## src/rtl/neuron_pkg.sv

```systemverilog
// rtl/neuron_pkg.sv - shared state encoding, bus width defaults and result shaping
package neuron_pkg;

  localparam int DATA_W_DEF = 8;
  localparam int ADDR_W_DEF = 8;

  typedef enum logic [2:0] {
    IDLE,
    RD_X,
    RD_W,
    MAC,
    WR,
    DONE
  } state_t;

  // Arithmetic shift, clamp to the signed data_w range, then optional ReLU.
  function automatic logic signed [63:0] sat_shift(
    input logic signed [63:0] acc,
    input int                 shift,
    input int                 data_w,
    input logic               relu
  );
    logic signed [63:0] t;
    logic signed [63:0] hi;
    logic signed [63:0] lo;
    t  = acc >>> shift;
    hi = (64'sd1 <<< (data_w - 1)) - 64'sd1;
    lo = -(64'sd1 <<< (data_w - 1));
    if (t > hi) begin
      t = hi;
    end else if (t < lo) begin
      t = lo;
    end
    if (relu && (t < 64'sd0)) begin
      t = 64'sd0;
    end
    return t;
  endfunction

endpackage

```

## src/rtl/neuron_layer_seq_mac_sat.sv

```systemverilog
// rtl/neuron_layer_seq_mac_sat.sv - signed multiply, registered accumulate, saturating result
module neuron_mac_sat
  import neuron_pkg::*;
#(
  parameter int DATA_W = DATA_W_DEF,
  parameter int ACC_W  = 20,
  parameter int SHIFT  = 0,
  parameter int RELU   = 0
) (
  input  logic              clk,
  input  logic              rst,
  input  logic              clr_i,
  input  logic              en_i,
  input  logic [DATA_W-1:0] x_i,
  input  logic [DATA_W-1:0] w_i,
  output logic [DATA_W-1:0] res_o
);

  logic signed [2*DATA_W-1:0] prod;
  logic signed [ACC_W-1:0]    prod_ext;
  logic signed [ACC_W-1:0]    acc_q;
  logic signed [ACC_W-1:0]    acc_d;

  assign prod     = $signed(x_i) * $signed(w_i);
  assign prod_ext = ACC_W'(prod);

  // Clear wins over accumulate so a new neuron always starts from zero.
  always_comb begin
    acc_d = acc_q;
    if (clr_i) begin
      acc_d = '0;
    end else if (en_i) begin
      acc_d = acc_q + prod_ext;
    end
  end

  always_ff @(posedge clk) begin
    if (rst) begin
      acc_q <= '0;
    end else begin
      acc_q <= acc_d;
    end
  end

  assign res_o = DATA_W'(sat_shift(64'(acc_q), SHIFT, DATA_W, RELU != 0));

endmodule

```

## src/rtl/neuron_layer_seq.sv

```systemverilog
// rtl/neuron_layer_seq.sv - fully-connected layer sequencer over a scratch memory
module neuron_layer_seq
  import neuron_pkg::*;
#(
  parameter int DATA_W   = DATA_W_DEF,
  parameter int ADDR_W   = ADDR_W_DEF,
  parameter int N_IN     = 4,
  parameter int N_OUT    = 4,
  parameter int IN_BASE  = 0,
  parameter int W_BASE   = 16,
  parameter int OUT_BASE = 64,
  parameter int ACC_W    = 20,
  parameter int SHIFT    = 0,
  parameter int RELU     = 0
) (
  input  logic              clk,
  input  logic              rst,
  input  logic              req,
  output logic              ack,
  output logic              busy,
  output logic              trig_r,
  output logic              trig_w,
  output logic [ADDR_W-1:0] abus_r,
  output logic [ADDR_W-1:0] abus_w,
  input  logic [DATA_W-1:0] dbus_r,
  output logic [DATA_W-1:0] dbus_w
);

  localparam int CNT_W = 5;
  localparam longint ACC_MAX  = (longint'(1) <<< (ACC_W - 1)) - 1;
  localparam longint ACC_NEED = longint'(N_IN) <<< (2 * DATA_W - 2);

  if (ACC_MAX < ACC_NEED) begin : g_acc_w_too_small
    $error("neuron_layer_seq: ACC_W too narrow for N_IN products");
  end

  state_t              state_q, state_d;
  logic [CNT_W-1:0]    i_q, i_d;
  logic [CNT_W-1:0]    j_q, j_d;
  logic [DATA_W-1:0]   x_q, x_d;
  logic [DATA_W-1:0]   w_q, w_d;
  logic                acc_clr;
  logic                mac_en;
  logic [DATA_W-1:0]   res;

  neuron_mac_sat #(
    .DATA_W (DATA_W),
    .ACC_W  (ACC_W),
    .SHIFT  (SHIFT),
    .RELU   (RELU)
  ) u_mac (
    .clk   (clk),
    .rst   (rst),
    .clr_i (acc_clr),
    .en_i  (mac_en),
    .x_i   (x_q),
    .w_i   (w_q),
    .res_o (res)
  );

  always_ff @(posedge clk) begin
    if (rst) begin
      state_q <= IDLE;
      i_q     <= '0;
      j_q     <= '0;
      x_q     <= '0;
      w_q     <= '0;
    end else begin
      state_q <= state_d;
      i_q     <= i_d;
      j_q     <= j_d;
      x_q     <= x_d;
      w_q     <= w_d;
    end
  end

  // Outputs decode from the registered state so a WR cycle holds its strobe for the full period.
  always_comb begin
    state_d = state_q;
    i_d     = i_q;
    j_d     = j_q;
    x_d     = x_q;
    w_d     = w_q;
    acc_clr = 1'b0;
    mac_en  = 1'b0;
    ack     = 1'b0;
    busy    = 1'b0;
    trig_r  = 1'b0;
    trig_w  = 1'b0;
    abus_r  = '0;
    abus_w  = '0;
    dbus_w  = '0;
    case (state_q)
      IDLE: begin
        if (req) begin
          state_d = RD_X;
          i_d     = '0;
          j_d     = '0;
          acc_clr = 1'b1;
        end
      end
      RD_X: begin
        busy    = 1'b1;
        trig_r  = 1'b1;
        abus_r  = ADDR_W'(IN_BASE + int'(i_q));
        x_d     = dbus_r;
        state_d = RD_W;
      end
      RD_W: begin
        busy    = 1'b1;
        trig_r  = 1'b1;
        abus_r  = ADDR_W'(W_BASE + int'(j_q) * N_IN + int'(i_q));
        w_d     = dbus_r;
        state_d = MAC;
      end
      MAC: begin
        busy   = 1'b1;
        mac_en = 1'b1;
        if (i_q == CNT_W'(N_IN - 1)) begin
          state_d = WR;
        end else begin
          i_d     = i_q + CNT_W'(1);
          state_d = RD_X;
        end
      end
      WR: begin
        busy    = 1'b1;
        trig_w  = 1'b1;
        abus_w  = ADDR_W'(OUT_BASE + int'(j_q));
        dbus_w  = res;
        i_d     = '0;
        acc_clr = 1'b1;
        if (j_q == CNT_W'(N_OUT - 1)) begin
          state_d = DONE;
        end else begin
          j_d     = j_q + CNT_W'(1);
          state_d = RD_X;
        end
      end
      DONE: begin
        busy    = 1'b1;
        ack     = 1'b1;
        state_d = IDLE;
      end
      default: begin
        state_d = IDLE;
      end
    endcase
  end

endmodule

```

## config.mk

```make
export PLATFORM = sky130hd
export DESIGN_NAME = neuron_layer_seq
export DESIGN_NICKNAME = d
export VERILOG_FILES = /design/src/rtl/neuron_pkg.sv /design/src/rtl/neuron_layer_seq_mac_sat.sv /design/src/rtl/neuron_layer_seq.sv
export SDC_FILE = /design/constraint.sdc
export NUM_CORES = 1
export LEC_CHECK = 0
export CAP_MARGIN = 15
export CORE_ASPECT_RATIO = 0.6
export CORE_MARGIN = 5
export CORE_UTILIZATION = 50
export CTS_BUF_LIST = sky130_fd_sc_hd__clkbuf_16
export CTS_CLUSTER_SIZE = 10
export DETAILED_ROUTE_END_ITERATION = 10
export PLACE_DENSITY = 0.72
export SYNTH_ARGS = -nofsm -noshare
export SYNTH_HDL_FRONTEND = slang
export SYNTH_SLANG_ARGS = --single-unit
export TNS_END_PERCENT = 100
```

## constraint.sdc

```tcl
create_clock -name clk -period 4.8 [get_ports clk]
set_input_delay 0.48 -clock clk [delete_from_list [all_inputs] [get_ports clk]]
set_output_delay 0.48 -clock clk [all_outputs]
set_load 0.05 [all_outputs]
```

After elaboration in Yosys (flattened, before gate mapping)
Index checks and enable logic that the tools add are counted.
{"block": "classes", "order_cmp": 2, "addsub": 6, "n_shift": 0, "reduce_logical": 8, "div": 0, "n_mux": 21, "eq_ne": 10, "mul": 1, "n_bitwise": 0}
{"cell": "8-bit two-way mux", "n": 4}
{"cell": "20-bit by 16-bit adder with 20-bit output", "n": 1}
{"cell": "20-bit by 8-bit greater-than comparator with 1-bit output, second input constant", "n": 1}
{"cell": "20-bit by 8-bit < comparator with 1-bit output, second input constant", "n": 1}
{"cell": "8-bit by 8-bit multiplier with 16-bit output", "n": 1}
{"cell": "8-bit one-hot mux with 2 select lines", "n": 1}
{"cell": "5-bit two-way mux", "n": 3}
{"cell": "3-bit one-hot mux with 5 select lines", "n": 1}
{"cell": "5-bit one-hot mux with 3 select lines", "n": 1}
{"cell": "5-bit by 1-bit adder with 5-bit output, second input constant", "n": 2}
{"cell": "5-bit by 2-bit == test with 1-bit output, second input constant", "n": 2}
{"cell": "5-bit one-hot mux with 2 select lines", "n": 1}
{"cell": "3-bit two-way mux", "n": 3}
{"cell": "5-bit by 7-bit adder with 8-bit output, first input constant", "n": 1}
{"cell": "7-bit by 5-bit adder with 8-bit output, first input constant", "n": 1}
{"cell": "8-bit by 5-bit adder with 8-bit output", "n": 1}
{"cell": "3-bit by 2-bit == test with 1-bit output, second input constant", "n": 2}
{"cell": "3-bit == test, second input constant", "n": 2}
{"cell": "1-bit two-way mux", "n": 6}
{"cell": "2-bit != test, second input constant", "n": 3}
{"cell": "3-bit AND reduction", "n": 2}
{"cell": "5-bit OR reduction", "n": 1}
{"cell": "2-bit OR reduction", "n": 2}
{"cell": "3-bit by 1-bit == test with 1-bit output, second input constant", "n": 1}
{"cell": "4 further kinds", "n": 4}
{"block": "totals", "rom_bits": 0, "word_cells": 54, "mem_bits_rw": 0, "memories": 0, "reg_bits": 49, "latch_bits": 0}

Longest topological paths before layout
Gate-level depths: netlist of run 1.
{"block": "depth", "depth_word": 4, "ltp_mapped": 18, "depth_no_buf": 18}

By module
Synthesis of run 1 repeated with hierarchy kept, for this count alone.
{"block": "hier_totals", "hier_cells": 667, "hier_area_um2": 6113.4}
{"module": "neuron_mac_sat", "instances": 1, "area_per_inst_um2": 4463.0, "cells_per_inst": 472}
{"module": "neuron_layer_seq", "instances": 1, "area_per_inst_um2": 1650.3, "cells_per_inst": 195}

Worst setup path before layout of run 1
Ideal clock, no wire load.
{"block": "synth_path", "path_kind": "reg2reg", "start": "reg w_q[0]", "end": "reg u_mac.acc_q[18]", "arrival_time_ns": 4.988, "t_required_ns": 4.725, "slack_ns": -0.263, "synth_period_minus_slack_ns": 5.063, "stages_incl_launch_ff": 17, "cell_sequence": "dfxtp_1 -> clkbuf_1 -> and2_1 -> inv_1 -> fa_1 -> inv_1 -> fa_1 -> fa_1 -> fa_1 -> fa_1 -> ha_1 -> o21a_1 -> a21oi_1 -> o211ai_2 -> nand4_1 -> mux2_1 -> o22ai_1"}
{"block": "synth_between", "elab_chain_cells": 2}
{"element": "from (decl)", "line_no": "neuron_layer_seq.sv:41", "source": "logic [DATA_W-1:0] w_q, w_d;"}
{"element": "from (signal assigned)", "line_no": "neuron_layer_seq.sv:73", "source": "w_q <= w_d;"}
{"element": "8-bit by 8-bit multiplier with 16-bit output", "line_no": "neuron_layer_seq_mac_sat.sv:24", "source": "assign prod = $signed(x_i) * $signed(w_i);"}
{"element": "20-bit by 16-bit adder with 20-bit output", "line_no": "neuron_layer_seq_mac_sat.sv:33", "source": "acc_d = acc_q + prod_ext;"}
{"element": "to (signal assigned)", "line_no": "neuron_layer_seq_mac_sat.sv:39", "source": "acc_q <= '0;"}
{"element": "to (signal assigned)", "line_no": "neuron_layer_seq_mac_sat.sv:41", "source": "acc_q <= acc_d;"}
{"element": "to (decl)", "line_no": "neuron_layer_seq_mac_sat.sv:21", "source": "logic signed [ACC_W-1:0] acc_q;"}
No other way between the ends.
A chain may end at the register's enable or synchronous reset.

Worst setup path in the final report of run 1
{"block": "layout_path", "start": "reg x_q[7]", "end": "reg u_mac.acc_q[18]"}
{"block": "layout_between", "elab_chain_cells": 2}
{"element": "from (decl)", "line_no": "neuron_layer_seq.sv:40", "source": "logic [DATA_W-1:0] x_q, x_d;"}
{"element": "from (signal assigned)", "line_no": "neuron_layer_seq.sv:66", "source": "x_q <= '0;"}
{"element": "from (signal assigned)", "line_no": "neuron_layer_seq.sv:72", "source": "x_q <= x_d;"}
{"element": "8-bit by 8-bit multiplier with 16-bit output", "line_no": "neuron_layer_seq_mac_sat.sv:24"}
{"element": "20-bit by 16-bit adder with 20-bit output", "line_no": "neuron_layer_seq_mac_sat.sv:33"}
No other way between the ends.

==> results of run 1 <==
## worst paths after layout
check,start,endpoint,depth (start not counted)
setup / recovery,x_q[7],u_mac.acc_q[18],16
hold / removal,u_mac.acc_q[5],u_mac.acc_q[5],2
setup reg to reg,x_q[7],u_mac.acc_q[18],16
hold reg to reg,u_mac.acc_q[5],u_mac.acc_q[5],2
## per-layer routing
metal	vias up	track usage	part of all wire
met5	-	0	0
met4	0	0.02941	0.0089
met3	18	0.05947	0.11
met2	205	0.3217	0.43
li1	2293	-	-
met1	2359	0.3343	0.45
## worst reg2reg max path, stage by stage (launching register included)
cell,delay (ns)
dfxtp_4,0.38
buf_4,0.14
and2_4,0.16
inv_1,0.06
fa_1,0.50
inv_1,0.05
fa_1,0.47
fa_1,0.50
fa_1,0.53
fa_1,0.47
ha_4,0.20
a211o_1,0.28
a21oi_2,0.24
o211ai_2,0.13
nand4_1,0.10
mux2_1,0.34
o22ai_2,0.09
## final cells by class
type / count / area (µm²)
Clock buffer: 5 / 125.1
Clock inverter: 2 / 35.03
Fill cell: 923 / 4099
Inverter: 105 / 399.1
Multi-Input combinational cell: 490 / 4731
Sequential cell: 49 / 1001
Tap cell: 160 / 200.2
Timing Repair Buffer: 103 / 895.9
## report_power, final
| part | internal, mW | switching (mW) |
|---|---|---|
| Combinational | 0.523 | 0.708 |
| Clock | 0.243 | 0.166 |
| Sequential | 0.459 | 0.101 |
| Total | 1.22 | 0.975 |
## kinds of logic (layout without fill, tap and decap cells)
group,Yosys count,count (layout),synth area share
mux,11,11,0.01889
flops,49,49,0.1645
simple gates,224,224,0.1832
xor+xnor,23,23,0.03379
compound gates,87,87,0.09885
buf+inv,130,215,0.08793
other cells,1,2,0.0006290
fa+ha+maj,143,143,0.4122
## repair_timing
item / 4_1_cts / 5_1_grt
pin swaps: 5 / 33
setup endpoints to repair: 7 / 10
gates resized for setup: 11 / 51
endpoints found under the hold margin: 0 / 0
buffers inserted: 0 / 10
## cells in the mapped netlist, drive strengths merged, types with 3 or more instances
library cell,count
clkbuf,14
dfxtp,49
inv,104
and2,36
o21a,4
nor4,3
o21bai,5
a211oi,7
a21o,6
nor3,8
a21oi,36
nand2,78
o21ai,14
nor2,56
buf,11
ha,54
nor2b,4
xnor2,14
and3,9
fa,89
xor2,9
mux2i,9
nand4,9
nand2b,3
nand3,8
## sequential cells by signal (all words and copies together), names as in the netlist
signal       count
u_mac.acc_q     20
w_q              8
x_q              8
i_q              5
j_q              5
state_q          3
## per-stage QoR
stage | hold WS [ns] | total power [mW] | util | setup TNS [ns]
after floorplan | 0.4497 | 1.253 | - | 0
after global placement | 0.4688 | 1.613 | 0.5973 | -0.2744
after detailed placement | 0.4751 | 1.651 | 0.5973 | -0.6224
after CTS | 0.4860 | 2.074 | 0.6150 | 0
after global routing | 0.4953 | 2.338 | 0.6431 | -0.2136
final | 0.4824 | 2.199 | 0.6431 | 0
==> metrics.yaml, run 1 <==
worst_slew_pin_slew_ns: 0.6601
grt_pass1_wl_um: 24310
synth_cell_types: 60
yosys_warnings: 0
final_max_slew_viol_count: 0
critPathKind: "reg2reg"
wl_per_cell_um: 17.49
dpl.hpwl_um: 12630
boundaryPins: 39
mostFrequentLayoutCell: "inv_1"
critPathMaxStageDelay_ns: 0.53
path_buf_inv: 3
status: "finished, final reports clean"
power_density_nw_per_um2: 297.7
num_antenna_cells: 0
placement.cell_area_um2: 6860
grt_start_max_net_pins: 28
drc: 0
worstSetupEndpointType: "flip-flop"
max_cap_viol_count: 0
ant_nets: 0
fin_worst_skew_ns: 0.005327
cts.sinks: 49
die_area_um2: 14280
ys.flop_type: "dfxtp_1"
synth.top_cell.area_share: 0.2988
rsz0062_at_grt: "yes"
root_buffer: "clkbuf_16"
place.port_buffers: 36
postCtsHoldBufs: 0
hp-class: "reg2reg"
drive_above_1_share: 0.1883
syn_area_um2: 5962
start_util: 0.5191
die_h_um: 94.59
rows: 30
wirelength_um: 15990
grt_pass1_vias: 4721
fin_area_um2: 7387
syn_avg_cell_area_um2: 8.925
peakVddDrop_mv: 0.1897
yosysSeqAreaShare: 0.1645
fmax_mhz: 211.9
grt_overflow: 0
core_um2: 11490
path_delay_family: "adder cells"
drtPass1Iterations: 5
fin_crit_ns: 4.718
setup_viol: 0
max-clock-path-buffers: 2
cp_slowest_cell: "fa_1"
dr.first_iter.drc_count: 414
path_cells: "buf_4 -> and2_4 -> inv_1 -> fa_1 -> inv_1 -> fa_1 -> fa_1 -> fa_1 -> fa_1 -> ha_4 -> a211o_1 -> a21oi_2 -> o211ai_2 -> nand4_1 -> mux2_1 -> o22ai_2"
grt.total_usage: 0.2202
clk_pin_slew_ns: 0.07
hold_viol_final: 0
cts-buffers-inserted: 5
die_w_um: 151.0
avgViaCountPerCell: 5.334
fin_ws_ns: 0.08170
place.gp.congestion: 0.9706
arrival_ns: 4.94
cts_tree: "done"
clk_latency_ns: 0.29
nNetsFinal: 908
post-place-ws_ns: -0.2435
dp_cells: 897
fin_cells: 914
period_share: 0.9830
final_cell_mix: "inv_1 (100), fa_1 (85), nand2_1 (76)"
ys_ff_latch: 49
syn2layout_area_growth_pct: 23.90
synth_edf_count: 0
max_slew_margin: 0.5579
cp_common_cell: "fa_1"
num_vias: 4875
critPathRequiredTime_ns: 5.02
async_reset_ff_frac: 0
h-tree-depth: 2
leakagePower_nw: 3.546
yosys.area.top_type: "fa_1"
grt_antenna_before_repair: 0
start_kind: "flip-flop"
synthTopCellsByArea: "fa_1 (30%), dfxtp_1 (16%), ha_1 (11%), inv_1 (6.5%), nand2_1 (4.9%)"
ff2ff_setup_slack_ns: 0.08
worstPathMaxFanout: 6
syn_inst: 668
No activity file was read; power rests on OpenSTA's default activity.
==> run 2, diff against run 1 <==
- CORE_ASPECT_RATIO: 0.6 -> 1.1
==> run 2 against run 1 <==
  * Clock power is 13% lower
  * Design area shrank 1.6%
  * Routed wire length down 7.7%
  * Die area fell by 0.49%
  * Final cell count shrank 2.7%
  * Register-to-register slack about the same
  * Sequential share of layout area grew 0.47 points
  * Via count decreased by 1.9%
  * Setup slack got worse by 0.0044 ns
  * Critical path depth shrank 1
  * Largest cell class unchanged
==> metrics.yaml, run 2 (synthesis gave the netlist of run 1 again) <==
status: "finished, final reports clean"
power_density_nw_per_um2: 286.0
grt_pass1_vias: 5104
nNetsFinal: 892
dp_cells: 872
drive_above_1_share: 0.1867
num_antenna_cells: 0
hp-class: "reg2reg"
cts-buffers-inserted: 5
rsz0062_at_grt: "yes"
wl_per_cell_um: 16.59
drc: 0
die_w_um: 114.1
ant_nets: 0
clk_pin_slew_ns: 0.07
fillers: 963
num_vias: 4783
largest_reg_flops: 20
place.gp.congestion: 0.8974
avgViaCountPerCell: 5.380
max_slew_margin: 0.2888
grt_overflow: 0
grt.total_usage: 0.2082
h-tree-depth: 2
top_register: "u_mac.acc_q"
leakagePower_nw: 3.450
mostFrequentLayoutCell: "inv_1"
syn2layout_area_growth_pct: 21.87
worstPathMaxFanout: 6
clk_latency_ns: 0.29
start_util: 0.5142
hold_viol_final: 0
fin_hold_ws_ns: 0.4823
die_h_um: 124.5
period_share: 0.9839
fin_cells: 889
final_cell_mix: "inv_1 (98), fa_1 (85), nand2_1 (74)"
critPathRequiredTime_ns: 5.02
place.port_buffers: 36
grt_pass1_wl_um: 24090
cts.sinks: 49
root_buffer: "clkbuf_16"
arrival_ns: 4.95
max_cap_viol_count: 0
wirelength_um: 14750
max-clock-path-buffers: 2
core_um2: 11590
rows: 41
boundaryPins: 39
worstSetupEndpointType: "flip-flop"
peakVddDrop_mv: 0.1586
fin_util: 0.6267
final_max_slew_viol_count: 0
critPathKind: "reg2reg"
worst_slew_pin_slew_ns: 1.063
die_area_um2: 14210
grt_antenna_before_repair: 0
fin_worst_skew_ns: 0.005685
start_kind: "flip-flop"
fin_crit_ns: 4.723
fmax_mhz: 211.7
largestRegisters: "u_mac.acc_q x20, w_q x8, x_q x8"
dr.first_iter.drc_count: 230
dpl.hpwl_um: 11840
cts_tree: "done"
ff2ff_setup_slack_ns: 0.08
setup_viol: 0
drtPass1Iterations: 5
grt_start_max_net_pins: 28
run 2: cell types whose count changed in the layout (fill, tap and decap cells not counted), moves of 3 or more:
| cell | delta |
|---|---|
| buf_4 | -16 |
| dfxtp_4 | +5 |
| dfxtp_1 | -4 |
| ha_2 | +3 |
run 2: power breakdown:
| group | internal (mW) | switching (mW) |
|---|---|---|
| Combinational | 0.484 | 0.674 |
| Sequential | 0.463 | 0.100 |
| Clock | 0.194 | 0.162 |
| Total | 1.14 | 0.937 |
run 2: layout make-up:
class | count | area, µm² | share of cell area
Timing Repair Buffer | 87 | 758.2 | 0.1044
Sequential cell | 49 | 1018 | 0.1402
Tap cell | 150 | 187.7 | 0.02583
Clock inverter | 3 | 21.27 | 0.002928
Inverter | 105 | 397.9 | 0.05476
Multi-Input combinational cell | 490 | 4757 | 0.6547
Clock buffer | 5 | 125.1 | 0.01722
run 2: final timing paths:
| path | from | endpoint | depth (start not counted) |
|---|---|---|---|
| hold / removal | u_mac.acc_q[0] | u_mac.acc_q[0] | 2 |
| setup reg to reg | x_q[7] | u_mac.acc_q[18] | 15 |
| hold reg to reg | u_mac.acc_q[0] | u_mac.acc_q[0] | 2 |
| setup / recovery | x_q[7] | u_mac.acc_q[18] | 15 |
run 2: critical path, cell delays in order (launching register included):
cell	delay, ns
dfxtp_4	0.37
buf_6	0.13
and2_4	0.18
buf_4	0.14
fa_1	0.52
fa_1	0.44
fa_1	0.52
fa_1	0.50
ha_1	0.35
ha_4	0.28
and3_4	0.20
a221oi_4	0.31
o211ai_2	0.16
nand4_1	0.17
mux2_4	0.32
o22ai_2	0.08
run 2: metrics by stage:
stage	setup slack [ns]	total power [mW]	TNS, ns	cell area [µm²]
floorplan	0.005058	1.253	0	5984
global placement	0.03617	1.573	0	6723
detailed placement	-0.05876	1.606	-0.1519	6723
CTS	0.006262	1.981	0	6914
global route	-0.04065	2.233	-0.1447	7266
finish	0.07727	2.078	0	7266
run 2: layer usage:
layer,wire [µm],track usage,vias up,share of wire
li1,-,-,2271,-
met1,5974,0.2607,2359,0.40
met2,7770,0.3542,120,0.53
met3,482,0.02089,33,0.033
met4,524,0.1020,0,0.036
met5,0,0,-,0
run 2: timing repair:
action | in CTS | in global routing
pin swaps | 5 | 35
setup endpoints to repair | 5 | 9
gates resized for setup | 14 | 65
buffers inserted | 0 | 8
hold buffers | 0 | 0
==> run 3, diff against run 2 <==
- PLACE_DENSITY: 0.72 -> 0.69
- clock period: 4.8 -> 4.55 ns (I/O delays scaled with it)
==> run 3 against run 2 <==
  * The flow now finishes with violations (setup timing)
  * Critical path type unchanged
  * Routed wire length increased by 9.3%
  * Clock-buffer cell count increased by 1
  * Sequential share of layout area fell by 0.90 points
  * Clock power increased by 18%
  * Combinational power rose by 24%
  * Setup slack lost 0.20 ns
==> metrics.yaml, run 3 (synthesis gave the netlist of run 1 again) <==
post-place-ws_ns: -0.2399
clk_latency_ns: 0.30
num_vias: 5014
hp-class: "reg2reg"
boundaryPins: 39
worstSetupEndpointType: "flip-flop"
clk_pin_slew_ns: 0.07
peakVddDrop_mv: 0.3066
p_comb_frac: 0.586
worstPathMaxFanout: 6
drc: 0
wl_per_cell_um: 17.37
die_area_um2: 14210
drive_above_1_share: 0.2622
fin_util: 0.6761
setup_tns_ns: -0.2970
grt_antenna_before_repair: 0
grt_pass1_wl_um: 26000
die_w_um: 114.1
power_frac_seq: 0.241
wirelength_um: 16120
largestRegisters: "u_mac.acc_q x20, w_q x8, x_q x8"
ant_nets: 0
cts.sinks: 49
postCtsHoldBufs: 0
violations: "setup timing"
grt_start_max_net_pins: 28
dr.first_iter.drc_count: 331
fin_area_um2: 7839
max-clock-path-buffers: 2
drtPass1Iterations: 4
swShare: 0.4393
power.internal_mw: 1.375
worst_slew_pin_slew_ns: 0.9750
p_sw_mw: 1.077
status: "finished with violations"
largest_reg_flops: 20
dpl.hpwl_um: 11950
power_mw: 2.452
max_cap_viol_count: 0
h-tree-depth: 2
max_slew_margin: 0.3470
arrival_ns: 4.86
grt_overflow: 0
place.port_buffers: 36
cts_tree: "done"
syn2layout_area_growth_pct: 31.48
leakagePower_nw: 3.728
core_um2: 11590
grt.total_usage: 0.2244
avgViaCountPerCell: 5.403
power_density_nw_per_um2: 312.8
rsz0062_at_grt: "yes"
fin_ws_ns: -0.1257
final_max_slew_viol_count: 0
setup_viol: 5
fin_crit_ns: 4.676
period_share: 1.028
cts-buffers-inserted: 5
root_buffer: "clkbuf_16"
critPathRequiredTime_ns: 4.73
mostFrequentLayoutCell: "inv_1"
nNetsFinal: 932
grt_pass1_vias: 5259
placement.cell_area_um2: 6910
place.gp.congestion: 0.9048
hold_viol_final: 0
final_cell_mix: "inv_1 (93), fa_1 (78), nand2_1 (73), buf_4 (73), nor2_1 (51)"
fmax_mhz: 213.9
rows: 41
start_util: 0.5142
clockPowerShare: 0.173
num_antenna_cells: 0
start_kind: "flip-flop"
top_register: "u_mac.acc_q"
critPathKind: "reg2reg"
die_h_um: 124.5
fin_worst_skew_ns: 0.005027
run 3: area by class of cell:
cell class	count	area (µm²)
clock buffers	6	150.1
repair buffers	126	1117
multi-input cells	491	4952
flip-flops and latches	49	1028
fillers	874	3755
clock inverters	1	8.758
well taps	150	187.7
inverters	105	394.1
run 3: worst paths after layout:
path	from	endpoint	slack, ns	cells past startpoint
setup / recovery	x_q[7]	u_mac.acc_q[19]	-0.13	19
hold / removal	u_mac.acc_q[0]	u_mac.acc_q[0]	0.48	2
setup reg to reg	x_q[7]	u_mac.acc_q[19]	-0.13	19
hold reg to reg	u_mac.acc_q[0]	u_mac.acc_q[0]	0.48	2
run 3: power groups by stage:
stage | Clock (mW) | Combinational [mW] | Sequential, mW
after detailed placement | 0 | 1.15 | 0.588
after CTS | 0.422 | 1.27 | 0.584
after global placement | 0 | 1.12 | 0.586
after floorplan | 0 | 0.811 | 0.524
after global routing | 0.437 | 1.58 | 0.599
final | 0.423 | 1.44 | 0.592
run 3: through the flow:
step / instances / hold slack (ns)
detailed placement: 889 / 0.4699
CTS: 917 / 0.4806
finish: 928 / 0.4777
global route: 928 / 0.4990
global placement: 889 / 0.4641
floorplan: 669 / 0.4497
run 3: metal layers:
layer,GRT usage,share of wire,routed length [µm]
met1,0.2964,0.42,6738
met2,0.3859,0.52,8455
met3,0.02430,0.035,558
met4,0.06359,0.023,371
met5,0,0,0
run 3: worst max-delay path, cell delays in order (launching register included):
cell and delay [ns]:
dfxtp_4 0.38, buf_6 0.12, and2_4 0.19, buf_6 0.12, fa_1 0.49, inv_2 0.04
fa_1 0.49, inv_2 0.04, fa_1 0.52, inv_1 0.05, fa_1 0.51, inv_2 0.05
ha_4 0.27, ha_4 0.19, a21o_1 0.16, a21o_1 0.20, a221oi_4 0.34, a21oi_2 0.09
o211ai_1 0.19, o31ai_1 0.09
run 3: what timing repair did:
action	CTS	global route
endpoints found under the setup margin	9	10
resized for setup	55	60
hold endpoints to repair	0	0
buffers inserted	20	10
pin swaps	41	64
cloned	1	0
